$ cat config.mk
export PLATFORM = sky130hd
export DESIGN_NAME = signed_magnitude_seq_multiplier
export DESIGN_NICKNAME = d
export VERILOG_FILES = /design/src/rtl/mul_pkg.sv /design/src/rtl/sm_convert.sv /design/src/rtl/signed_magnitude_seq_multiplier.sv
export SDC_FILE = /design/constraint.sdc
export NUM_CORES = 1
export LEC_CHECK = 0
export BUFFER_PORTS_ARGS = -buffer_cell sky130_fd_sc_hd__buf_2
export CAP_MARGIN = 0
export CORE_ASPECT_RATIO = 0.5
export CORE_UTILIZATION = 36
export CTS_CLUSTER_SIZE = 25
export DETAILED_ROUTE_END_ITERATION = 16
export PLACE_DENSITY = 0.51
export SLEW_MARGIN = 20
export SYNTH_ARGS = -nofsm -noshare
export SYNTH_HDL_FRONTEND = slang
export SYNTH_SLANG_ARGS = --single-unit
$ cat constraint.sdc
create_clock -name clk -period 3.7 [get_ports clk]
set_input_delay 0.555 -clock clk [delete_from_list [all_inputs] [get_ports clk]]
set_output_delay 0.555 -clock clk [all_outputs]
set_load 0.02 [all_outputs]
$ cat src/rtl/mul_pkg.sv
// Shared types and sizing constants for the sequential sign-magnitude multiplier.
`default_nettype none

package mul_pkg;

  localparam int MUL_WIDTH = 8;
  // Counter needs to hold WIDTH-1 with headroom for one extra bit.
  localparam int CNT_W = $clog2(MUL_WIDTH) + 1;

  typedef enum logic [1:0] {
    IDLE = 2'd0,
    CALC = 2'd1,
    DONE = 2'd2
  } state_t;

endpackage

`default_nettype wire

$ cat src/rtl/sm_convert.sv
// Combinational two's-complement <-> sign/magnitude conversion.
// to_tc=0: out is |value| (the magnitude of a two's-complement input).
// to_tc=1: out is value negated when sign=1 (magnitude back to two's complement).
`default_nettype none

module sm_convert #(
  parameter int W = 8
) (
  input  logic         to_tc,
  input  logic         sign,
  input  logic [W-1:0] value,
  output logic [W-1:0] out_value
);

  logic neg;

  assign neg       = to_tc ? sign : value[W-1];
  // The most negative input maps to itself, which is the correct unsigned magnitude.
  assign out_value = neg ? (~value + W'(1)) : value;

endmodule

`default_nettype wire

$ cat src/rtl/signed_magnitude_seq_multiplier.sv
// Sequential signed multiplier: operands split into sign/magnitude, magnitudes
// multiplied by one-bit-per-cycle shift-add, product negated when signs differ.
`default_nettype none

module signed_magnitude_seq_multiplier
  import mul_pkg::*;
#(
  parameter int WIDTH = MUL_WIDTH
) (
  input  logic                 clk,
  input  logic                 rst_n,
  input  logic                 start,
  input  logic [WIDTH-1:0]     A,
  input  logic [WIDTH-1:0]     B,
  output logic [2*WIDTH-1:0]   result,
  output logic                 busy,
  output logic                 done
);

  state_t               state, state_next;
  logic [WIDTH-1:0]     mag_a, mag_b;
  logic [2*WIDTH-1:0]   mcand;
  logic [WIDTH-1:0]     mplier;
  logic [2*WIDTH-1:0]   acc;
  logic [2*WIDTH-1:0]   acc_next;
  logic [2*WIDTH-1:0]   res_tc;
  logic [CNT_W-1:0]     count;
  logic                 sign_r;
  logic                 last;

  sm_convert #(.W(WIDTH)) u_conv_a (
    .to_tc     (1'b0),
    .sign      (1'b0),
    .value     (A),
    .out_value (mag_a)
  );

  sm_convert #(.W(WIDTH)) u_conv_b (
    .to_tc     (1'b0),
    .sign      (1'b0),
    .value     (B),
    .out_value (mag_b)
  );

  // Negating a zero product yields zero, so there is no negative zero.
  sm_convert #(.W(2*WIDTH)) u_conv_res (
    .to_tc     (1'b1),
    .sign      (sign_r),
    .value     (acc_next),
    .out_value (res_tc)
  );

  assign acc_next = acc + (mplier[0] ? mcand : '0);
  assign last     = (count == CNT_W'(WIDTH - 1));

  always_ff @(posedge clk or negedge rst_n) begin
    if (!rst_n) state <= IDLE;
    else        state <= state_next;
  end

  always_comb begin
    state_next = state;
    busy       = 1'b0;
    done       = 1'b0;
    case (state)
      IDLE: if (start) state_next = CALC;
      CALC: begin
        busy = 1'b1;
        if (last) state_next = DONE;
      end
      DONE: begin
        done       = 1'b1;
        state_next = IDLE;
      end
      default: state_next = IDLE;
    endcase
  end

  always_ff @(posedge clk or negedge rst_n) begin
    if (!rst_n) begin
      mcand  <= '0;
      mplier <= '0;
      acc    <= '0;
      count  <= '0;
      sign_r <= 1'b0;
      result <= '0;
    end else if (state == IDLE && start) begin
      mcand  <= {{WIDTH{1'b0}}, mag_a};
      mplier <= mag_b;
      acc    <= '0;
      count  <= '0;
      sign_r <= A[WIDTH-1] ^ B[WIDTH-1];
    end else if (state == CALC) begin
      acc    <= acc_next;
      mcand  <= mcand << 1;
      mplier <= mplier >> 1;
      count  <= count + CNT_W'(1);
      if (last) result <= res_tc;
    end
  end

endmodule

`default_nettype wire

=== Word-level counts from Yosys, hierarchy flattened ===
Cells that the tools add are included.

* Register bits: 63
* Output and inout bits: 18
* Memories kept: 0
* Input port bits: 19
* Word-level logic and storage cells: 44
* Bits in latches: 0
* RAM bits: 0
* Memory bits (read-only): 0

* Shift-type cells: 0
* Bitwise gates (word level): 5
* Eq/ne operators: 5
* Magnitude comparators: 0
* Div/mod/pow operators: 0
* Reduce and logical (&&, ||, !) cells: 5
* Multiply operators: 0
* Add/subtract/negate cells: 5
* Muxes and demuxes: 17

{| class="wikitable"
|+ Operator list
! kind !! count
|-
| $mux 16 || 6
|-
| $mux 8 || 4
|-
| $add 16x1->16 const B || 1
|-
| $add 16x16->16 || 1
|-
| $add 8x1->8 const B || 2
|-
| $not 16->16 || 1
|-
| $not 8->8 || 2
|-
| $mux 4 || 2
|-
| $add 4x1->4 const B || 1
|-
| $eq 4x3->1 const B || 1
|-
| $mux 2 || 2
|-
| $ne 2x2->1 const B || 2
|-
| $pmux 2 s2 || 1
|-
| $reduce_and 3->1 || 1
|-
| $eq 2x1->1 const B || 1
|-
| $eq 2x2->1 const B || 1
|-
| $logic_not 2->1 || 1
|-
| $mux 1 || 2
|-
| $reduce_and 2->1 || 1
|-
| $reduce_bool 2->1 || 1
|-
| $logic_and 1x1->1 || 1
|-
| $not 1->1 || 1
|-
| $xor 1x1->1 || 1
|}

=== Longest topological paths before layout ===
* Word-level depth: 5
* Gate-level depth with buffers: 12
* Mapped depth without buffers: 11

=== Hierarchy ===
From an unflattened synthesis, not the netlist that was laid out.

* Cell total of the unflattened synthesis: 427
* Area, all modules: 3996.3 um^2

{| class="wikitable"
|+ Modules (own cells, without submodules)
! module !! area an instance (um^2) !! instances !! cells each !! sequential area each (um^2)
|-
| signed_magnitude_seq_multiplier || 3310.7 || 1 || 329 || 1576.5
|-
| sm_convert (u_conv_res) || 355.3 || 1 || 50 || 0.0
|-
| sm_convert (u_conv_a ...) || 165.2 || 2 || 24 || 0.0
|}

=== Worst setup path before layout ===
No wires, ideal clock.

* Path type: reg-to-reg
* From: register mplier[0]
* To: register result[15]
* Library setup time: 129 ps
* Path buffers: 1
* Stages on the path, launching flop included: 13
* Arrival: 3203 ps
* Setup slack: 367 ps
* Data required time: 3571 ps
* Clock period less this slack: 3333 ps
* Path through: dfrtp_1 > clkbuf_1 > and2_1 > ha_1 > fa_1 > a211oi_4 > o41ai_2 > a21oi_4 > xnor2_1 > or4_4 > o41ai_2 > xor2_1 > o21ai_1

* Longest elaborated chain between the ends: 5

{| class="wikitable"
|+ Ends and longest elaborated chain
! element !! RTL line !! source
|-
| start: declaration || signed_magnitude_seq_multiplier.sv:23 || <nowiki>logic [WIDTH-1:0] mplier;</nowiki>
|-
| start signal: assignment || signed_magnitude_seq_multiplier.sv:89 || <nowiki>mplier <= mag_b;</nowiki>
|-
| start signal: assignment || signed_magnitude_seq_multiplier.sv:96 || <nowiki>mplier <= mplier >> 1;</nowiki>
|-
| $mux 16 * || signed_magnitude_seq_multiplier.sv:53 || <nowiki>assign acc_next = acc + (mplier[0] ? mcand : '0);</nowiki>
|-
| $add 16x16->16 * || signed_magnitude_seq_multiplier.sv:53 ||
|-
| $not 16->16 || sm_convert.sv:19 || <nowiki>assign out_value = neg ? (~value + W'(1)) : value;</nowiki>
|-
| $add 16x1->16 || sm_convert.sv:19 ||
|-
| $mux 16 * || sm_convert.sv:19 ||
|-
| end signal: assignment || signed_magnitude_seq_multiplier.sv:98 || <nowiki>if (last) result <= res_tc;</nowiki>
|-
| end: declaration || signed_magnitude_seq_multiplier.sv:15 || <nowiki>output logic [2*WIDTH-1:0] result,</nowiki>
|}

Mark *: on every way between the ends. The rest lies on a longest branch, timed or not.
A chain may end at the register's enable or synchronous reset.

=== Worst setup path after layout ===
* From: register mcand[0]
* To: register result[15]

* Longest elaborated chain between the ends: 5

{| class="wikitable"
|+ Ends and longest elaborated chain
! element !! RTL line !! source
|-
| start: declaration || signed_magnitude_seq_multiplier.sv:22 || <nowiki>logic [2*WIDTH-1:0] mcand;</nowiki>
|-
| start signal: assignment || signed_magnitude_seq_multiplier.sv:88 || <nowiki>mcand <= {{WIDTH{1'b0}}, mag_a};</nowiki>
|-
| start signal: assignment || signed_magnitude_seq_multiplier.sv:95 || <nowiki>mcand <= mcand << 1;</nowiki>
|-
| $mux 16 * || signed_magnitude_seq_multiplier.sv:53 ||
|-
| $add 16x16->16 * || signed_magnitude_seq_multiplier.sv:53 ||
|-
| $not 16->16 || sm_convert.sv:19 ||
|-
| $add 16x1->16 || sm_convert.sv:19 ||
|-
| $mux 16 * || sm_convert.sv:19 ||
|}

Marks and branches as above.

==> impl.org <==
** Outcome
- Outcome :: finished clean

** Final layout
- Summing all flip-flop and latch instances after layout gives 1577 sq um.
- Fill cells in the final layout number between 1000 and 1500.
- Of the cells placed in the final design, the portion with a size suffix greater than 1 is 16.35%.
- The number of antenna diodes in the final layout is 0.
- After routing the design area is 4648 sq um.
- Area Growth Syn to Fin :: 17.12%
- Once layout is complete, the utilization of the core stands at approximately 45%.
- The final layout contains 513 nets.
- The count of cells in the finished layout, fillers not included, comes to 617.
- Area used by multi-input combinational logic :: roughly 2200 sq um

** Floorplan
- I/O pins :: 37
- Floorplan die width :: 150.5 microns
- The floorplan has 26 rows.
- Area of the core :: 10440 sq um
- The die is ~76 microns tall.
- Initial Utilization :: about two fifths
- The floorplan step defined a die boundary enclosing 11470 sq um.

** Worst setup path
- Crit path largest cell delay :: 0.60 ns
- In this design, the critical path's most frequently occurring cell is sky130_fd_sc_hd__o41ai_2.
- In this run the register-to-register setup slack is 0.32 ns.
- For the worst flop-to-flop path, the logic depth is 11.
- The number of buffers and inverters on the critical path is 0.
- Data required time at the worst endpoint :: 3.90 ns
- Largest driver fanout on the critical path :: 5
- Following the worst setup path forward leads to its endpoint at result[15].
- The slowest stage of the critical path belongs to the cell sky130_fd_sc_hd__or4_4.
- Signal arrival time at the worst endpoint :: 3.58 ns
- In this run the worst setup path begins at mcand[0].
- Family with the most delay on the worst path :: compound AO/OA/AOI/OAI gates
- The critical path crosses 11 cells after its start point.
- The worst register-to-register path begins at mcand[0].
- STA classifies the critical path startpoint as a flip-flop.
- The signal on the critical path passes through and2_1, ha_1, fa_1, a211oi_4, o41ai_2, a21oi_4, xnor2_1, or4_4, o41ai_2, xor2_1, o21ai_1.
- The critical path in this run is classified as reg2reg.
- STA classifies the critical path endpoint as a flip-flop.
- Endpoint of the worst register-to-register path :: result[15]

** STA
- Final count of pins violating max slew :: 0
- Hold violation total from the final report :: 0
- Final number of setup-violating endpoints :: 0
- Share of the clock period used by the worst path :: 91.41%
- Final critical-path required period :: 3.382 ns
- Setup repair after global routing missed its margin :: no
- Measured slew at the worst slew-check pin :: 0.9060 ns
- Fmax :: just under 300 MHz
- Setup TNS :: 0 ns
- Final hold slack :: 0.3561 ns
- The worst pin sits at a relative slew slack of between 30% and 40%.
- Final worst clock skew :: 0.008256 ns

** Placed design
- At the end of routability-driven placement, the weighted congestion stood at 0.8506.
- Summing all placed instances gives a cell area of 4347 sq um.
- Count of input and output buffers :: 36
- Final HPWL from detailed placement :: 7190 microns
- After detailed placement, the design holds a cell count of 603.

** Global routing
- Vias in the first global route :: just over 3000
- After global routing the overflow that remains totals 0.
- Initial antenna violation count :: 0
- For met1 alone, demand over resource in global routing was 29.75%.
- GR met3 Demand/Resource :: 4.371%
- Global routing consumed, over all layers together, approximately 18% of the routing resources.
- GR Util met2 :: about 23%
- Largest net degree at the start of global routing :: 41
- The first global-routing pass estimated 16160 microns of wire.
- Most congested layer reported by global routing :: met1

** Power and ir drop
- Leakage power summed over all cells :: 2.197 nW
- Power density relative to cell area :: 927.3 nW/um^2
- Maximum vdd ir drop :: 244.1 uV

** Clock tree
- Sink Count :: 63
- Cts bufs inserted :: 9
- Maximum buffer depth of the clock tree :: 2
- Clock tree from TritonCTS :: done
- Post-CTS repair timing setup buffer count :: 0
- Post-CTS Resized :: 0
- Htree depth :: 3
- Clock latency at the later pin of the worst-skew pair :: around 0.33 ns
- Clock-pin slew of the registers on the worst-case setup and hold paths :: roughly 0.050 ns
- For this design, the CTS-stage hold fixing added 0 buffers.
- The tree is rooted in a sky130_fd_sc_hd__clkbuf_16.

** Route
- Final wirelength :: 9665 microns
- The detail route stage leaves a number of antenna-violating nets equal to 0.
- Number of DRC violations after detailed routing :: 0
- Total vias in the final route :: 3268
- The detailed router finished its first iteration with 237 violations.
- Detailed-route vias per instance :: around 5.3
- In the final routed layout, each cell accounts on average for between 15 and 20 microns.
- TritonRoute pass-1 iters :: 4

** Logic synthesis
- In the synthesized netlist the dominant register cell turns out to be sky130_fd_sc_hd__dfrtp_1.
- Flops & latches, synth :: 63
- Summing the sequential cell areas from Yosys gives 39.72% of the chip area.
- Synthesis instantiated 59 different standard cells from the library.
- The synthesized netlist occupies a cell area of 3969 sq um.
- Syn nets :: 471
- After synthesis, the share of flip-flops with an asynchronous set or reset is 100.0%.
- In this run, synthesis inferred 0 flip-flops with an integrated enable.
- Averaged over all synthesized cells, the footprint is 9.187 sq um.
- After technology mapping, the gate count stands at 432.
- Synth Warn # :: 0

** Hold path
- In this run the worst hold path is classified as in2async.

** Run
- Max-cap violations in this run came to 0.
-- cells by family (layout without fill, tap and decap cells) --
logic type / Yosys count / count (layout) / synth area share, %
AOI/OAI and AO/OA: 150 / 150 / 26.42
and+or+nand+nor: 123 / 123 / 14.85
DFF: 63 / 63 / 39.72
buffers and inverters: 37 / 82 / 3.689
xor gates and xnor gates: 33 / 33 / 7.283
adders and majority gates: 20 / 20 / 6.494
muxes: 6 / 6 / 1.545
-- report_power, final --
group,leakage (nW),internal [mW],switching (mW)
Sequential,0.798,0.986,0.238
Combinational,1.25,0.910,1.30
Clock,0.144,0.580,0.294
-- Yosys cell counts, drive strengths merged (4+ instances only) --
cell type | count | area [sq um]
xnor2 | 19 | 166.4
inv | 20 | 75.07
a21oi | 20 | 111.4
a22o | 21 | 185.2
dfrtp | 63 | 1577
a22oi | 8 | 60.06
nor2 | 17 | 63.81
o22ai | 14 | 87.58
and2 | 16 | 100.1
and3 | 4 | 25.02
nor2b | 4 | 25.02
nand2 | 59 | 221.5
xor2 | 14 | 122.6
mux2i | 5 | 50.05
nand2b | 5 | 31.28
clkbuf | 16 | 60.06
nand3 | 4 | 20.02
o41ai | 5 | 66.32
o21ai | 47 | 235.2
ha | 19 | 237.7
o31ai | 7 | 52.55
-- stage by stage --
stage,setup WS [ns],total power [mW]
after floorplan,0.3673,2.796
after global placement,0.3710,3.438
after detailed placement,0.3293,3.457
after CTS,0.3177,4.346
after global routing,0.1549,4.681
final,0.3178,4.310
-- placed cells by master (no fill, tap or decap), drive strengths merged, types with 17 or more instances in the layout --
master / Yosys / final
a21oi: 20 / 20
a22o: 21 / 21
buf: 1 / 48
dfrtp: 63 / 63
ha: 19 / 19
inv: 20 / 20
nand2: 59 / 59
nor2: 17 / 17
o21ai: 47 / 47
xnor2: 19 / 19
-- worst register-to-register path, cell delays in order, from the launching register on --
cell and delay [ns]:
sky130_fd_sc_hd__dfrtp_1 0.41, sky130_fd_sc_hd__and2_1 0.18, sky130_fd_sc_hd__ha_1 0.22, sky130_fd_sc_hd__fa_1 0.47, sky130_fd_sc_hd__a211oi_4 0.31, sky130_fd_sc_hd__o41ai_2 0.12, sky130_fd_sc_hd__a21oi_4 0.20, sky130_fd_sc_hd__xnor2_1 0.14
sky130_fd_sc_hd__or4_4 0.60, sky130_fd_sc_hd__o41ai_2 0.38, sky130_fd_sc_hd__xor2_1 0.17, sky130_fd_sc_hd__o21ai_1 0.06
-- state kept, by name (all words and copies together), names as in the netlist --
register / count
mcand: 16
state: 2
count: 4
acc: 16
mplier: 8
sign_r: 1
result: 16
-- how the worst min path moves through the flow --
stage / slack (ns) / depth (start not counted) / endpoint
2_1_floorplan: 0.26 / 0 / acc[0]
3_3_place_gp: 0.45 / 2 / result[6]
3_5_place_dp: 0.45 / 2 / result[6]
4_1_cts: 0.39 / 1 / mplier[4]
5_1_grt: 0.44 / 1 / mplier[5]
6_report: 0.36 / 1 / mplier[4]
-- metal layers --
layer / up-vias / wire length [microns]
li1: 1657 / -
met1: 1526 / 5558
met2: 77 / 3449
met3: 8 / 576
met4: 0 / 80
met5: - / 0
-- layout make-up --
cell class,count,area share [%]
Clock buffer,10,4.926
Clock inverter,4,1.561
Tap cell,140,3.769
Sequential cell,63,33.92
Inverter,20,1.615
Multi-Input combinational cell,332,48.40
Timing Repair Buffer,48,5.814
Power figures use the tool's default switching activity.
